**src/rtl/cameralink_line_framer.sv**
```systemverilog
// CameraLink frame/line framer: qualifies FVAL/LVAL/DVAL beats into framed pixel beats
// with sof/eol/eof sideband, geometry error flags and a 2-entry registered skid buffer.
//
// state | meaning
// IDLE  | not capturing; waits for enable with FVAL low
// ARMED | waiting for FVAL to rise on the next frame
// FRAME | capturing beats of the current frame
// SKIP  | eof delivered; ignoring the rest of FVAL
module cameralink_line_framer #(
   parameter int PIX_W = 12,
   parameter int TAPS  = 2,
   parameter int CNT_W = 16
) (
   input  logic                    sys_clk,
   input  logic                    sys_rst,
   input  logic                    enable,
   input  logic [CNT_W-1:0]        line_width,
   input  logic [CNT_W-1:0]        frame_height,
   input  logic [TAPS*PIX_W-1:0]   in_data,
   input  logic                    in_fval,
   input  logic                    in_lval,
   input  logic                    in_dval,
   output logic [TAPS*PIX_W-1:0]   out_data,
   output logic                    out_valid,
   input  logic                    out_ready,
   output logic                    out_sof,
   output logic                    out_eol,
   output logic                    out_eof,
   output logic [CNT_W-1:0]        line_cnt,
   output logic                    frame_active,
   output logic                    err_short_line,
   output logic                    err_long_line,
   output logic                    err_overflow,
   input  logic                    err_clr
);

   localparam int DW = TAPS*PIX_W;
   localparam int EW = DW + 3;
   localparam logic [CNT_W-1:0] TAPS_C = CNT_W'(TAPS);

   typedef enum logic [1:0] {IDLE, ARMED, FRAME, SKIP} state_t;

   state_t            state_q, state_d;
   logic [CNT_W-1:0]  lw_q, fh_q;
   logic [CNT_W-1:0]  pix_cnt_q, pix_cnt_d;
   logic [CNT_W-1:0]  line_cnt_q, line_cnt_d;
   logic              lval_q;
   logic              sof_pend_q, sof_pend_d;
   logic              line_done_q, line_done_d;
   logic [EW-1:0]     ent0_q, ent0_d, ent1_q, ent1_d;
   logic [1:0]        count_q, count_d;
   logic              err_short_q, err_long_q, err_ovf_q;

   logic              beat, take, too_long, is_eol, is_eof, short_line, lval_fall;
   logic              frame_entry, push, pop, ovf;
   logic [CNT_W-1:0]  pix_nxt;
   logic [EW-1:0]     new_ent;

   always_comb begin
      state_d     = state_q;
      pix_cnt_d   = pix_cnt_q;
      line_cnt_d  = line_cnt_q;
      sof_pend_d  = sof_pend_q;
      line_done_d = line_done_q;
      ent0_d      = ent0_q;
      ent1_d      = ent1_q;
      count_d     = count_q;

      beat       = (state_q == FRAME) && in_fval && in_lval && in_dval;
      pix_nxt    = pix_cnt_q + TAPS_C;
      // after eol the rest of the LVAL pulse is surplus, even though pix_cnt restarted at 0
      too_long   = line_done_q || (pix_cnt_q >= lw_q);
      take       = beat && !too_long;
      is_eol     = (pix_nxt == lw_q);
      is_eof     = is_eol && (line_cnt_q == fh_q - CNT_W'(1));
      lval_fall  = (state_q == FRAME) && lval_q && !in_lval;
      short_line = lval_fall && (pix_cnt_q != '0) && (pix_cnt_q < lw_q);
      new_ent    = {sof_pend_q, is_eol, is_eof, in_data};

      case (state_q)
         IDLE:  if (enable && !in_fval) state_d = ARMED;
         ARMED: if (!enable) state_d = IDLE;
                else if (in_fval) state_d = FRAME;
         FRAME: if (!in_fval) state_d = enable ? ARMED : IDLE;
                else if (take && is_eof) state_d = SKIP;
         SKIP:  if (!in_fval) state_d = enable ? ARMED : IDLE;
         default: state_d = IDLE;
      endcase
      frame_entry = (state_q == ARMED) && (state_d == FRAME);

      if (frame_entry) begin
         pix_cnt_d   = '0;
         line_cnt_d  = '0;
         sof_pend_d  = 1'b1;
         line_done_d = 1'b0;
      end else if (take) begin
         sof_pend_d = 1'b0;
         if (is_eol) begin
            pix_cnt_d   = '0;
            line_cnt_d  = line_cnt_q + CNT_W'(1);
            line_done_d = 1'b1;
         end else begin
            pix_cnt_d = pix_nxt;
         end
      end else if (lval_fall) begin
         line_done_d = 1'b0;
         if (short_line) begin
            pix_cnt_d  = '0;
            line_cnt_d = line_cnt_q + CNT_W'(1);
         end
      end

      pop  = (count_q != 2'd0) && out_ready;
      push = take && ((count_q != 2'd2) || pop);
      ovf  = take && (count_q == 2'd2) && !pop;

      case (count_q)
         2'd0: if (push) begin
            ent0_d  = new_ent;
            count_d = 2'd1;
         end
         2'd1: if (pop && push) ent0_d = new_ent;
               else if (pop) count_d = 2'd0;
               else if (push) begin
                  ent1_d  = new_ent;
                  count_d = 2'd2;
               end
         default: if (pop) begin
            ent0_d = ent1_q;
            if (push) ent1_d = new_ent;
            else count_d = 2'd1;
         end
      endcase
   end

   always_ff @(posedge sys_clk or posedge sys_rst) begin
      if (sys_rst) begin
         state_q     <= IDLE;
         lw_q        <= '0;
         fh_q        <= '0;
         pix_cnt_q   <= '0;
         line_cnt_q  <= '0;
         lval_q      <= 1'b0;
         sof_pend_q  <= 1'b0;
         line_done_q <= 1'b0;
         ent0_q      <= '0;
         ent1_q      <= '0;
         count_q     <= 2'd0;
         err_short_q <= 1'b0;
         err_long_q  <= 1'b0;
         err_ovf_q   <= 1'b0;
      end else begin
         state_q     <= state_d;
         pix_cnt_q   <= pix_cnt_d;
         line_cnt_q  <= line_cnt_d;
         lval_q      <= in_lval;
         sof_pend_q  <= sof_pend_d;
         line_done_q <= line_done_d;
         ent0_q      <= ent0_d;
         ent1_q      <= ent1_d;
         count_q     <= count_d;
         if (frame_entry) begin
            lw_q <= line_width;
            fh_q <= frame_height;
         end
         err_short_q <= !err_clr && (err_short_q || short_line);
         err_long_q  <= !err_clr && (err_long_q || (beat && too_long));
         err_ovf_q   <= !err_clr && (err_ovf_q || ovf);
      end
   end

   assign out_valid      = (count_q != 2'd0);
   assign out_data       = ent0_q[DW-1:0];
   assign out_sof        = out_valid && ent0_q[DW+2];
   assign out_eol        = out_valid && ent0_q[DW+1];
   assign out_eof        = out_valid && ent0_q[DW];
   assign line_cnt       = line_cnt_q;
   assign frame_active   = (state_q == FRAME) || (state_q == SKIP);
   assign err_short_line = err_short_q;
   assign err_long_line  = err_long_q;
   assign err_overflow   = err_ovf_q;

endmodule

```
**config.mk**
```make
export PLATFORM = sky130hd
export DESIGN_NAME = cameralink_line_framer
export DESIGN_NICKNAME = d
export VERILOG_FILES = /design/src/rtl/cameralink_line_framer.sv
export SDC_FILE = /design/constraint.sdc
export NUM_CORES = 1
export LEC_CHECK = 0
export BUFFER_PORTS_ARGS = -buffer_cell sky130_fd_sc_hd__buf_2
export CORE_UTILIZATION = 45
export DETAILED_ROUTE_END_ITERATION = 6
export PLACE_DENSITY_LB_ADDON = 0.12
export SYNTH_ARGS = -nofsm -noshare
export SYNTH_HDL_FRONTEND = slang
export SYNTH_SLANG_ARGS = --single-unit
```
**constraint.sdc**
```tcl
create_clock -name sys_clk -period 8.3 [get_ports sys_clk]
set_input_delay 1.66 -clock sys_clk [delete_from_list [all_inputs] [get_ports sys_clk]]
set_output_delay 1.66 -clock sys_clk [all_outputs]
set_load 0.1 [all_outputs]
```
**After elaboration in Yosys (flattened, before gate mapping)**

Index checks and enable logic that the tools add are counted.

- Register bits: 128
- Input bits: 64
- Output and inout bits: 48
- Word-level logic and storage cells: 126

- Add/sub/neg operators: 3
- Order comparisons: 2
- Eq/ne operators: 16
- Multiplexer cells: 40
- Bitwise logic cells: 1
- Reductions and logical operators: 50

Operators by type and width:

| operator | count |
|---|---|
| $mux 27 | 7 |
| $mux 16 | 10 |
| $pmux 27 s2 | 2 |
| $eq 16x16->1 | 2 |
| $logic_and 1x1->1 | 24 |
| $mux 2 | 12 |
| $add 16x1->16 const B | 1 |
| $add 16x2->16 const B | 1 |
| $ge 16x16->1 | 1 |
| $lt 16x16->1 | 1 |
| $reduce_bool 16->1 | 1 |
| $sub 16x1->16 const B | 1 |
| $ne 2x2->1 const B | 5 |
| $reduce_bool 3->1 | 3 |
| $eq 2x2->1 const B | 4 |
| $pmux 2 s4 | 1 |
| $mux 1 | 7 |
| $logic_or 1x1->1 | 6 |
| $ne 3x1->1 const B | 2 |
| $reduce_and 3->1 | 2 |
| $reduce_bool 2->1 | 3 |
| $logic_not 1->1 | 5 |
| $reduce_and 5->1 | 1 |
| $eq 2x1->1 const B | 2 |
| other kinds (6) | 8 |

**Depth between registers and ports, before layout**

Gate-level depths: netlist (run 1).

- Depth in word-level cells: 13
- Mapped depth: 10
- Gate-level depth less buffers: 9

**Worst setup path after synthesis (run 1)**

No wires, ideal clock.

- Kind: flip-flop to output port
- From: register count_q[1]
- To: output out_eof
- Arrival: 2014 ps
- Data required time: 6640 ps
- Path slack: 4626 ps
- Cell stages (with the launch flop): 4
- Buffers on the path: 1
- Cells stage by stage: dfrtp_1 > clkbuf_1 > nor2_1 > nor2b_1

- Word-level cells in the longest chain between the ends: 2

RTL lines:

| what | RTL line | text |
|---|---|---|
| start, declared | 51 | `logic [1:0] count_q, count_d;` |
| start signal, assigned | 161 | `count_q <= count_d;` |
| $reduce_bool 2->1 | 172 | `assign out_valid = (count_q != 2'd0);` |
| $logic_and 1x1->1 | 176 | `assign out_eof = out_valid && ent0_q[DW];` |
| end, declared | 28 | `output logic out_eof,` |

No other way between the ends.

**Final worst setup path (run 1)**

Ends and elaborated chain as after synthesis.

==> metrics.log, run 1 <==
[metrics] outcome: completed
[metrics] worst r2r path cells: 8
[metrics] drt first pass iters: 7
[metrics] CTS tree: done
[metrics] Routed wire per std cell: around 16 um
[metrics] required arrival time at the worst endpoint: between 6 and 7 ns
[metrics] hold buffer count at cts: 0
[metrics] synthesis-to-finish area growth: 14.23%
[metrics] number of failing hold endpoints at the final stage: 0
[metrics] Max Cap Viol: 0
[metrics] Clk Latency, worst-skew pair: around 0.42 ns
[metrics] # clock sinks: about 130
[metrics] max incr delay on CP: just under 1 ns
[metrics] sequential power share: 37.5%
[metrics] Startpoint Class: flop
[metrics] Slew Limit Fails: 0
[metrics] largest net degree at the start of global routing: between 60 and 70
[metrics] critical path's slowest cell: sky130_fd_sc_hd__dfrtp_2
[metrics] most common flop cell mapped by yosys: sky130_fd_sc_hd__dfrtp_1
[metrics] core box area: ~0.016 mm2
[metrics] vias in the first global route: between 5000 and 6000
[metrics] antenna-violating nets left: 0
[metrics] Detailed Route WL: ~18000 um
[metrics] CTS-repair resized insts: 0
[metrics] min cycle time layout: 4.041 ns
[metrics] crit path max fanout: 37
[metrics] Combinational Power Share: 28.9%
[metrics] level count of the clock H-tree: 4
[metrics] number of storage elements in the synthesis netlist: about 130
[metrics] number of top-level pins: approximately 110
[metrics] class of the tightest hold or removal check: flop to flop
[metrics] antenna cell count: 0
[metrics] pwr/cell area: around 250 mW/mm2
[metrics] unrepaired setup endpoints after global routing: false
[metrics] number of instances in the synthesized netlist: slightly above 800
[metrics] WS Path Type: flop to output port
[metrics] total setup violations reported at the end of the flow: 0
[metrics] detailed placement HPWL: 12590 um
[metrics] Iteration-0 DRC Markers: approximately 370
[metrics] post-route clock period utilization: 48.68%
[metrics] vias: between 6000 and 7000
[metrics] slew at the pin with the worst max-slew slack: about 1.1 ns
[metrics] critical path buffer and inverter count: 1
[metrics] switching power: roughly 850 uW
[metrics] initial core utilization: approximately 46%
[metrics] Synth Warn #: 0
[metrics] number of antenna violations at the first check in global routing: 0
[metrics] total standard cell area after synthesis: 0.007406 mm2
[metrics] total number of nets in the final design: 953
[metrics] Worst VDD drop: between 0.1 and 0.15 mV
[metrics] DRC violations left: 0
[metrics] Peak Freq: around 250 MHz
[metrics] Levels on crit path: 3
[metrics] part of the total power dissipated in the clock network: between 30 and 40%
[metrics] number of flops mapped to enable cells by yosys: 0
[metrics] CTS root buffer: sky130_fd_sc_hd__clkbuf_16
[metrics] commonest non-fill, non-tap cell in the layout: sky130_fd_sc_hd__nand2_1
[metrics] Avg Cell Area, Syn: between 9 and 10 um2
[metrics] Via density: 5.492
[metrics] RePlAce Congestion: 0.8671
[metrics] Total Die Area: roughly 0.017 mm2
[metrics] leakage power: 0.003975 uW
[metrics] TNS Setup: 0 ns
[metrics] sequential area share after synthesis: roughly 43%
[metrics] Port Buffer Count: about 110
[metrics] worst slew slack as a fraction of its limit: around a quarter
[metrics] horizontal die dimension: between 100 and 150 um
[metrics] Hold Path Cell Cnt: 2
[metrics] standard-cell row count: between 40 and 50
[metrics] cell-internal power: 1263 uW
[metrics] arrival time at the worst endpoint: between 2 and 2.5 ns
[metrics] kind of capture point of the worst setup path: output port
[metrics] total global routing overflow: 0
[metrics] clk buf depth: 2
[metrics] total CTS buffers: 17
[metrics] clk_skew: between 0.009 and 0.01 ns
[metrics] syn_nets: a little under 900
[metrics] post-CTS setup buffer count: 0
[metrics] hold_ws: roughly 0.47 ns
[metrics] number of library cell types mapped by synthesis: 60
[metrics] global-route wire length before repair: 28820 um
[metrics] Die Height: 130.3 um
[metrics] overall track demand over capacity in global routing: between 20 and 25%
[metrics] number of fillers in the final layout: ~1600
[metrics] CP top delay family: flip-flops
[metrics] cells traversed along the worst timing path: nor2_1, nor2b_1, buf_2
[metrics] fraction of final layout cells sized beyond drive strength 1: between 20% and 30%
[metrics] net switching share of the total power: between 40% and 50%
[metrics] commonest cells after routing, fill and taps aside: sky130_fd_sc_hd__nand2_1, sky130_fd_sc_hd__dfrtp_1, sky130_fd_sc_hd__buf_2
[metrics] clock transition at the registers of the reported paths: around 0.060 ns
[metrics] share of synthesized flip-flops with an asynchronous set or reset: between 90% and 100%
[flip-flops by register name (all words and copies together), names as in the netlist]
| signal | cells |
|---|---|
| pix_cnt_q | 15 |
| err_overflow | 1 |
| state_q | 2 |
| err_short_line | 1 |
| line_done_q | 1 |
| count_q | 2 |
| sof_pend_q | 1 |
| ent1_q | 27 |
| ent0_q | 27 |
| line_cnt | 16 |
| fh_q | 16 |
| err_long_line | 1 |
| lw_q | 16 |
| lval_q | 1 |
[synth_stat cells (all sizes together) (2+ instances only)]
| cell | count | area [um2] |
|---|---|---|
| ha | 19 | 237.7 |
| a21o | 2 | 15.01 |
| xnor2 | 25 | 219.0 |
| nor3 | 17 | 90.09 |
| nor2b | 10 | 62.56 |
| nand2 | 142 | 533.0 |
| a31oi | 16 | 100.1 |
| a21boi | 3 | 22.52 |
| nor2 | 23 | 86.33 |
| mux2i | 40 | 400.4 |
| o211ai | 4 | 30.03 |
| nand3 | 22 | 122.6 |
| or3 | 9 | 61.31 |
| a2111o | 4 | 45.04 |
| xor2 | 15 | 131.4 |
| dfrtp | 127 | 3178 |
| a21oi | 23 | 115.1 |
| clkbuf | 41 | 153.9 |
| a41oi | 2 | 17.52 |
| nor3b | 3 | 22.52 |
| nand2b | 10 | 62.56 |
| nand4 | 24 | 156.4 |
| mux2 | 27 | 304.0 |
| buf | 36 | 249.0 |
| inv | 31 | 116.4 |
| or4 | 4 | 30.03 |
| and4 | 8 | 70.07 |
| nand3b | 5 | 37.54 |
| and2 | 5 | 31.28 |
| o2111ai | 2 | 17.52 |
| o221ai | 2 | 17.52 |
| o21ai | 70 | 350.3 |
| or2 | 2 | 12.51 |
| nor4 | 9 | 56.30 |
| and3 | 11 | 68.82 |
| a211oi | 2 | 15.01 |
[path summary, 6_finish.rpt]
check                        startpoint    endpoint  slack [ns]
max reg2reg                pix_cnt_q[1]  ent1_q[24]        4.50
min reg2reg                  ent0_q[16]  ent0_q[16]        0.47
min in group asynchronous       sys_rst     fh_q[2]        1.38
max in group asynchronous       sys_rst  count_q[1]        5.53
max                          count_q[1]     out_eof        4.26
min                          ent0_q[16]  ent0_q[16]        0.47
[final cells by class]
class                           instances  area, um2  area share, %
Multi-Input combinational cell        576       3727          44.06
Inverter                               31      118.9          1.405
Clock buffer                           17      425.4          5.029
Clock inverter                         15      137.6          1.627
Timing Repair Buffer                  117      600.6          7.100
Sequential cell                       127       3179          37.58
Tap cell                              216      270.3          3.195
[kinds of logic (layout without fill, tap and decap cells)]
| group | count (synthesis) | count (layout) | synth area share (%) |
|---|---|---|---|
| AO/OA/AOI/OAI | 143 | 143 | 11.91 |
| XOR/XNOR | 40 | 40 | 4.731 |
| AND/OR/NAND/NOR | 307 | 307 | 20.71 |
| multiplexers | 67 | 67 | 9.512 |
| buffers and inverters | 108 | 180 | 7.011 |
| adder cells (fa/ha/maj) | 19 | 19 | 3.210 |
| flip-flops | 127 | 127 | 42.91 |
[power by group through the flow]
stage	combinational [uW]	sequential (uW)	clock, uW
2_1_floorplan	499	816	0
3_3_place_gp	593	798	0
3_5_place_dp	608	803	0
4_1_cts	611	793	728
5_1_grt	664	809	755
6_report	609	792	709
[worst min-delay path, delay by kind of cell, from the launching register on]
kind	cells	cell delay (ns)
DFF	1	0.34
AOI/OAI and AO/OA	1	0.06
and+or+nand+nor	1	0.04
[layer usage]
metal	GRT usage, %	wire length (um)
met5	0	0
met4	7.592	251
met3	4.059	774
met2	35.83	8428
met1	29.29	8209
[stage by stage]
| step | instance area [um2] | total power (uW) | utilization, % | worst slack (ns) | std cells |
|---|---|---|---|---|---|
| after floorplan | 7406 | 1315 | - | 3.256 | 811 |
| after global placement | 7896 | 1391 | 49.35 | 4.376 | 1067 |
| after detailed placement | 7896 | 1411 | 49.35 | 4.294 | 1067 |
| after CTS | 8459 | 2132 | 52.87 | 4.206 | 1099 |
| after global routing | 8459 | 2229 | 52.87 | 4.080 | 1099 |
| final | 8459 | 2111 | 52.87 | 4.259 | 1099 |
Power figures use the tool's default switching activity.
==> run 2, diff against run 1 <==
==> constraint.sdc (replaced) <==
create_clock -name sys_clk -period 3.9 [get_ports sys_clk]
set_input_delay 0.78 -clock sys_clk [delete_from_list [all_inputs] [get_ports sys_clk]]
set_output_delay 0.78 -clock sys_clk [all_outputs]
set_load 0.1 [all_outputs]
==> run 2 against run 1 <==
- non-clock buffer count is 6 higher
- clock-buffer cell count up 1
- die area did not move
- flip-flop and latch count unchanged
- cell count grew 0.55%
- worst hold slack got worse by 0.084 ns
- clock power up 130%
- first-iteration DRC count up 6.4%
- via count fell by 0.30%
- critical path type is now flop to flop
==> metrics.log, run 2 (synthesized netlist as in run 1, its figures left out) <==
[metrics] outcome: completed
[metrics] initial core utilization: 46.29% (unchanged)
[metrics] cell-internal power: 2863 uW (+130%)
[metrics] Detailed Route WL: 17720 um (+0.32%)
[metrics] level count of the clock H-tree: 4 (unchanged)
[metrics] Clk Latency, worst-skew pair: 0.42 ns (about the same)
[metrics] number of placed instances, taps included: 1073 (+0.56%)
[metrics] Via density: 5.446 (-0.84%)
[metrics] met3 wirelength from detailed routing: 966 um (+25%)
[metrics] met1 wire length: 8294 um (+1.0%)
[metrics] arrival time at the worst endpoint: 3.75 ns (+1.37 ns)
[metrics] global-route wire length before repair: 28590 um (-0.79%)
[metrics] drt first pass iters: 5 (-2)
[metrics] # clock sinks: 127 (unchanged)
[metrics] synthesis-to-finish area growth: 15.85%
[metrics] slew at the pin with the worst max-slew slack: 0.7379 ns (-0.3887 ns)
[metrics] antenna-violating nets left: 0 (unchanged)
[metrics] core box area: 0.01600 mm2 (unchanged)
[metrics] total setup violations reported at the end of the flow: 0 (unchanged)
[metrics] required arrival time at the worst endpoint: 4.24 ns (-2.40 ns)
[metrics] part of the total power dissipated in the clock network: 35.4% (+1.8 points)
[metrics] Max Cap Viol: 0 (unchanged)
[metrics] crit path max fanout: 23 (-38%)
[metrics] number of failing hold endpoints at the final stage: 0 (unchanged)
[metrics] Routed wire per std cell: 16.04 um (-0.23%)
[metrics] Startpoint Class: flop
[metrics] class of the tightest hold or removal check: primary input to asynchronous set/reset pin
[metrics] wire length on met2: 8204 um (-2.7%)
[metrics] unrepaired setup endpoints after global routing: false
[metrics] net switching share of the total power: 37.96% (-2.2 points)
[metrics] Port Buffer Count: 111 (unchanged)
[metrics] Die Height: 130.3 um (unchanged)
[metrics] commonest cells after routing, fill and taps aside: sky130_fd_sc_hd__nand2_1, sky130_fd_sc_hd__dfrtp_1, sky130_fd_sc_hd__buf_2
[metrics] antenna cell count: 0 (unchanged)
[metrics] clock transition at the registers of the reported paths: 0.06 ns (about the same)
[metrics] number of antenna violations at the first check in global routing: 1 (+1)
[metrics] non-filler instance count after layout: 1105 (+0.55%)
[metrics] hold_ws: 0.3906 ns (-0.08377 ns)
[metrics] CTS tree: done
[metrics] power consumption: 4615 uW (+120%)
[metrics] Combinational Power Share: 28.2% (-0.7 points)
[metrics] CTS-repair resized insts: 0 (unchanged)
[metrics] Peak Freq: 293.2 MHz
[metrics] overall track demand over capacity in global routing: 21.81% (-0.16 points)
[metrics] largest net degree at the start of global routing: 82 (+19%)
[metrics] detailed placement HPWL: 12660 um (+0.56%)
[metrics] worst slew slack as a fraction of its limit: 50.47% (+26 points)
[metrics] switching power: 1752 uW (+110%)
[metrics] DRC violations left: 0 (unchanged)
[metrics] commonest non-fill, non-tap cell in the layout: sky130_fd_sc_hd__nand2_1
[metrics] clk buf depth: 2 (unchanged)
[metrics] CTS root buffer: sky130_fd_sc_hd__clkbuf_16
[metrics] TNS Setup: 0 ns (unchanged)
[metrics] sequential power share: 36.4% (-1.1 points)
[metrics] Top Layer Used: met5
[metrics] standard-cell row count: 46 (unchanged)
[metrics] total CTS buffers: 17 (unchanged)
[metrics] post-route clock period utilization: between 80% and 90%
[metrics] total number of nets in the final design: 959 (+0.63%)
[metrics] horizontal die dimension: 130.3 um (unchanged)
[metrics] Slew Limit Fails: 0 (unchanged)
[metrics] Total Die Area: 0.01697 mm2 (unchanged)
[metrics] leakage power: 0.004027 uW (+1.3%)
[metrics] WS Path Type: flop to flop
[metrics] largest registers: ent0_q x27, ent1_q x27
[metrics] hold buffer count at cts: 0 (unchanged)
[metrics] vias in the first global route: 5778 (-0.12%)
[metrics] Iteration-0 DRC Markers: 398 (+6.4%)
[metrics] number of top-level pins: 112 (unchanged)
[metrics] kind of capture point of the worst setup path: flop
[metrics] fraction of final layout cells sized beyond drive strength 1: 21.93% (+0.42 points)
[metrics] Worst VDD drop: 0.3176 mV (+120%)
[metrics] vias: 6018 (-0.30%)
[metrics] clk_skew: 0.008714 ns (-0.001253 ns)
[metrics] post-CTS setup buffer count: 0 (unchanged)
[metrics] RePlAce Congestion: 0.8991 (+3.7%)
[metrics] total global routing overflow: 0 (unchanged)
[metrics] number of fillers in the final layout: 1513 (-3.2%)
[metrics] pwr/cell area: 537.9 mW/mm2 (+120%)
[metrics] min cycle time layout: between 3 and 4 ns
-- run 2: cell count changes in the layout (fill, tap and decap cells not counted) --
| cell | delta |
|---|---|
| sky130_fd_sc_hd__clkinv_4 | +3 |
| sky130_fd_sc_hd__buf_4 | +4 |
| sky130_fd_sc_hd__bufinv_16 | +3 |
| sky130_fd_sc_hd__inv_8 | -4 |
| sky130_fd_sc_hd__clkinvlp_4 | +1 |
| sky130_fd_sc_hd__clkbuf_1 | +1 |
| sky130_fd_sc_hd__buf_12 | +2 |
| sky130_fd_sc_hd__inv_4 | -1 |
| sky130_fd_sc_hd__inv_6 | -3 |
-- run 2: layer usage --
layer  track usage [%]  up-vias
li1                  -     2958
met1             28.94     2877
met2             34.64      161
met3             5.166       20
met4             8.003        2
met5                 0        -
-- run 2: final cells by class --
type	count	area, um2	area share, %
multi-input combinational	576	3727	43.44
sequential	127	3179	37.06
timing repair buffer	123	670.6	7.817
clock buffer	18	429.2	5.002
tap	216	270.3	3.150
clock inverter	14	182.7	2.129
inverter	31	120.1	1.400
-- run 2: path summary, 6_finish.rpt --
| kind | start | to | slack [ns] | cells past startpoint |
|---|---|---|---|---|
| worst max-delay path | pix_cnt_q[1] | state_q[0] | 0.49 | 8 |
| worst min-delay path | sys_rst | lw_q[15] | 0.39 | 2 |
| worst max register to register | pix_cnt_q[1] | state_q[0] | 0.49 | 8 |
| worst min register to register | ent0_q[21] | ent0_q[21] | 0.47 | 2 |
| max in group asynchronous | sys_rst | count_q[1] | 2.73 | 3 |
| min in group sys_clk | ent0_q[21] | ent0_q[21] | 0.47 | 2 |
-- run 2: worst max-delay path, stage by stage (launching register included) --
cell	delay (ns)
sky130_fd_sc_hd__dfrtp_1	0.44
sky130_fd_sc_hd__ha_1	0.36
sky130_fd_sc_hd__nand2_1	0.16
sky130_fd_sc_hd__or3_1	0.40
sky130_fd_sc_hd__or3_4	0.36
sky130_fd_sc_hd__a2111oi_4	0.39
sky130_fd_sc_hd__nand4_2	0.52
sky130_fd_sc_hd__or3_1	0.54
sky130_fd_sc_hd__a31oi_1	0.16
-- run 2: power groups by stage --
stage | Sequential, uW | Clock, uW | Combinational [uW]
after floorplan | 1740 | 0 | 1060
after global placement | 1690 | 0 | 1270
after detailed placement | 1700 | 0 | 1300
after CTS | 1680 | 1670 | 1310
after global routing | 1710 | 1720 | 1410
final | 1680 | 1630 | 1300
-- run 2: stage by stage --
| step | instance area [um2] | utilization [%] | worst slack [ns] |
|---|---|---|---|
| 3_5_place_dp | 7968 | 49.80 | 0.5424 |
| 6_report | 8579 | 53.62 | 0.4898 |
| 2_1_floorplan | 7410 | - | 1.106 |
| 5_1_grt | 8579 | 53.62 | 0.2384 |
| 4_1_cts | 8579 | 53.62 | 0.5205 |
| 3_3_place_gp | 7968 | 49.80 | 0.6351 |
==> run 3, diff against run 2 <==
--- a/config.mk
+++ b/config.mk
@@ -6,9 +6,11 @@
 export NUM_CORES = 1
 export LEC_CHECK = 0
 export BUFFER_PORTS_ARGS = -buffer_cell sky130_fd_sc_hd__buf_2
+export CORE_ASPECT_RATIO = 0.7
 export CORE_UTILIZATION = 45
 export DETAILED_ROUTE_END_ITERATION = 6
 export PLACE_DENSITY_LB_ADDON = 0.12
+export SLEW_MARGIN = 20
 export SYNTH_ARGS = -nofsm -noshare
 export SYNTH_HDL_FRONTEND = slang
 export SYNTH_SLANG_ARGS = --single-unit
==> run 3 against run 2 <==
- via count up 0.35%
- first-iteration DRC count up 7.0%
- cell count up 0.27%
- critical path type unchanged
- largest cell class unchanged
- highest routed layer is now met4
==> metrics.log, run 3 (synthesized netlist as in run 1, its figures left out) <==
[metrics] outcome: completed
[metrics] CTS tree: done
[metrics] Iteration-0 DRC Markers: 426 (+7.0%)
[metrics] min cycle time layout: 3.426 ns (+0.01588 ns)
[metrics] fraction of final layout cells sized beyond drive strength 1: 21.96% (+0.025 points)
[metrics] Routed wire per std cell: 16.48 um (+2.7%)
[metrics] global-route wire length before repair: 29330 um (+2.6%)
[metrics] clk_skew: 0.009689 ns (+0.0009757 ns)
[metrics] horizontal die dimension: 155.3 um (+19%)
[metrics] Peak Freq: 291.9 MHz (-0.46%)
[metrics] Slew Limit Fails: 0 (unchanged)
[metrics] synthesis-to-finish area growth: 15.04%
[metrics] number of failing hold endpoints at the final stage: 0 (unchanged)
[metrics] post-CTS setup buffer count: 0 (unchanged)
[metrics] total global routing overflow: 0 (unchanged)
[metrics] core box area: 0.01579 mm2 (-1.3%)
[metrics] CTS-repair resized insts: 0 (unchanged)
[metrics] worst r2r path cells: 8 (unchanged)
[metrics] RePlAce Congestion: 0.9137 (+1.6%)
[metrics] clk buf depth: 2 (unchanged)
[metrics] hold buffer count at cts: 0 (unchanged)
[metrics] clock transition at the registers of the reported paths: 0.07 ns (about the same)
[metrics] most numerous cell on the critical path: sky130_fd_sc_hd__or3_1
[metrics] post-route clock period utilization: 87.85% (+0.41 points)
[metrics] vias: 6039 (+0.35%)
[metrics] Startpoint Class: flop
[metrics] crit path max fanout: 23 (unchanged)
[metrics] commonest non-fill, non-tap cell in the layout: sky130_fd_sc_hd__nand2_1
[metrics] post-detailed-placement cell area: 0.007965 mm2 (about the same)
[metrics] antenna-violating nets left: 0 (unchanged)
[metrics] number of antenna violations at the first check in global routing: 0 (-1)
[metrics] Total Die Area: 0.01698 mm2 (about the same)
[metrics] total CTS buffers: 17 (unchanged)
[metrics] pwr/cell area: 527.9 mW/mm2 (-1.9%)
[metrics] leakage power: 0.004000 uW (-0.68%)
[metrics] unrepaired setup endpoints after global routing: false
[metrics] # clock sinks: 127 (unchanged)
[metrics] Via density: 5.450 (about the same)
[metrics] class of the tightest hold or removal check: flop to flop
[metrics] number of top-level pins: 112 (unchanged)
[metrics] level count of the clock H-tree: 4 (unchanged)
[metrics] slew at the pin with the worst max-slew slack: 0.9518 ns (+0.2139 ns)
[metrics] Die Height: 109.3 um (-16%)
[metrics] total number of nets in the final design: 958 (-0.10%)
[metrics] TNS Setup: 0 ns (unchanged)
[metrics] DRC violations left: 0 (unchanged)
[metrics] detailed placement HPWL: 12990 um (+2.6%)
[metrics] cells traversed along the worst timing path: ha_1, nand2_1, or3_1, or3_4, a2111oi_4, nand4_2, or3_1, a31oi_1
[metrics] Worst VDD drop: 0.2755 mV (-13%)
[metrics] Detailed Route WL: 18260 um (+3.0%)
[metrics] critical path's slowest cell: sky130_fd_sc_hd__or3_1
[metrics] Max Cap Viol: 0 (unchanged)
[metrics] required arrival time at the worst endpoint: 4.24 ns (about the same)
[metrics] finished layout cell area: 0.008519 mm2 (-0.70%)
[metrics] drt first pass iters: 5 (unchanged)
[metrics] vias in the first global route: 5677 (-1.7%)
[metrics] commonest cells after routing, fill and taps aside: sky130_fd_sc_hd__nand2_1, sky130_fd_sc_hd__dfrtp_1, sky130_fd_sc_hd__buf_2
[metrics] antenna cell count: 0 (unchanged)
[metrics] largest registers: ent0_q x27, ent1_q x27
[metrics] initial core utilization: 46.92% (+0.63 points)
[metrics] largest net degree at the start of global routing: 62 (-24%)
[metrics] Hold Path Cell Cnt: 2
[metrics] total setup violations reported at the end of the flow: 0 (unchanged)
[metrics] WS Path Type: flop to flop
[metrics] CTS root buffer: sky130_fd_sc_hd__clkbuf_16
[metrics] Port Buffer Count: 111 (unchanged)
[metrics] standard-cell row count: 38 (-17%)
[metrics] Clk Latency, worst-skew pair: 0.43 ns (about the same)
[metrics] arrival time at the worst endpoint: 3.76 ns (about the same)
[metrics] kind of capture point of the worst setup path: flop
[metrics] max incr delay on CP: 0.53 ns (about the same)
[metrics] overall track demand over capacity in global routing: 22.29% (+0.47 points)
[metrics] worst slew slack as a fraction of its limit: 36.41% (-14 points)
## run 3: changes by cell type in the layout (fill, tap and decap cells not counted)
cell / delta
sky130_fd_sc_hd__clkbuf_1: -1
sky130_fd_sc_hd__clkinv_2: +1
sky130_fd_sc_hd__bufinv_16: -3
sky130_fd_sc_hd__buf_4: -1
sky130_fd_sc_hd__inv_8: +2
sky130_fd_sc_hd__inv_6: +1
## run 3: final cells by class
class | count | area [um2]
well taps | 220 | 275.3
flip-flops and latches | 127 | 3179
clock inverters | 15 | 128.9
fillers | 1483 | 7266
repair buffers | 122 | 663.1
multi-input cells | 576 | 3727
clock buffers | 17 | 425.4
inverters | 31 | 120.1
## run 3: final timing paths
path,start,end,slack [ns]
min,ent0_q[15],ent0_q[15],0.47
max in group asynchronous,sys_rst,ent1_q[23],2.51
max reg2reg,pix_cnt_q[1],state_q[0],0.47
min reg2reg,ent0_q[15],ent0_q[15],0.47
max,pix_cnt_q[1],state_q[0],0.47
min in group asynchronous,sys_rst,fh_q[2],0.55
## run 3: worst max-delay path: cells and delay by family, from the launching register on
kind            cells  cell delay [ns]
flops               1             0.45
fa+ha+maj           1             0.36
simple gates        5             1.95
compound gates      2             0.57
## run 3: layer usage
metal	global-route usage (%)	part of all wire [%]
met1	32.43	51
met2	32.16	42
met3	5.045	5.4
met4	8.543	1.4
met5	0	0
## run 3: power breakdown
group          leakage, uW  internal, uW  switching [uW]
clock             0.000270           833             668
combinational      0.00204           352             966
sequential         0.00169          1500             183
total              0.00400          2680            1820
## run 3: per-stage QoR
step	hold slack (ns)	cells	worst slack [ns]	power, uW	utilization (%)
finish	0.4726	1108	0.4739	4498	53.97
detailed placement	0.4650	1076	0.5054	3012	50.46
global placement	0.4566	1076	0.6542	2972	50.46
global route	0.4975	1108	0.2676	4720	53.97
floorplan	0.4422	811	1.106	2799	-
CTS	0.4790	1108	0.4893	4520	53.97
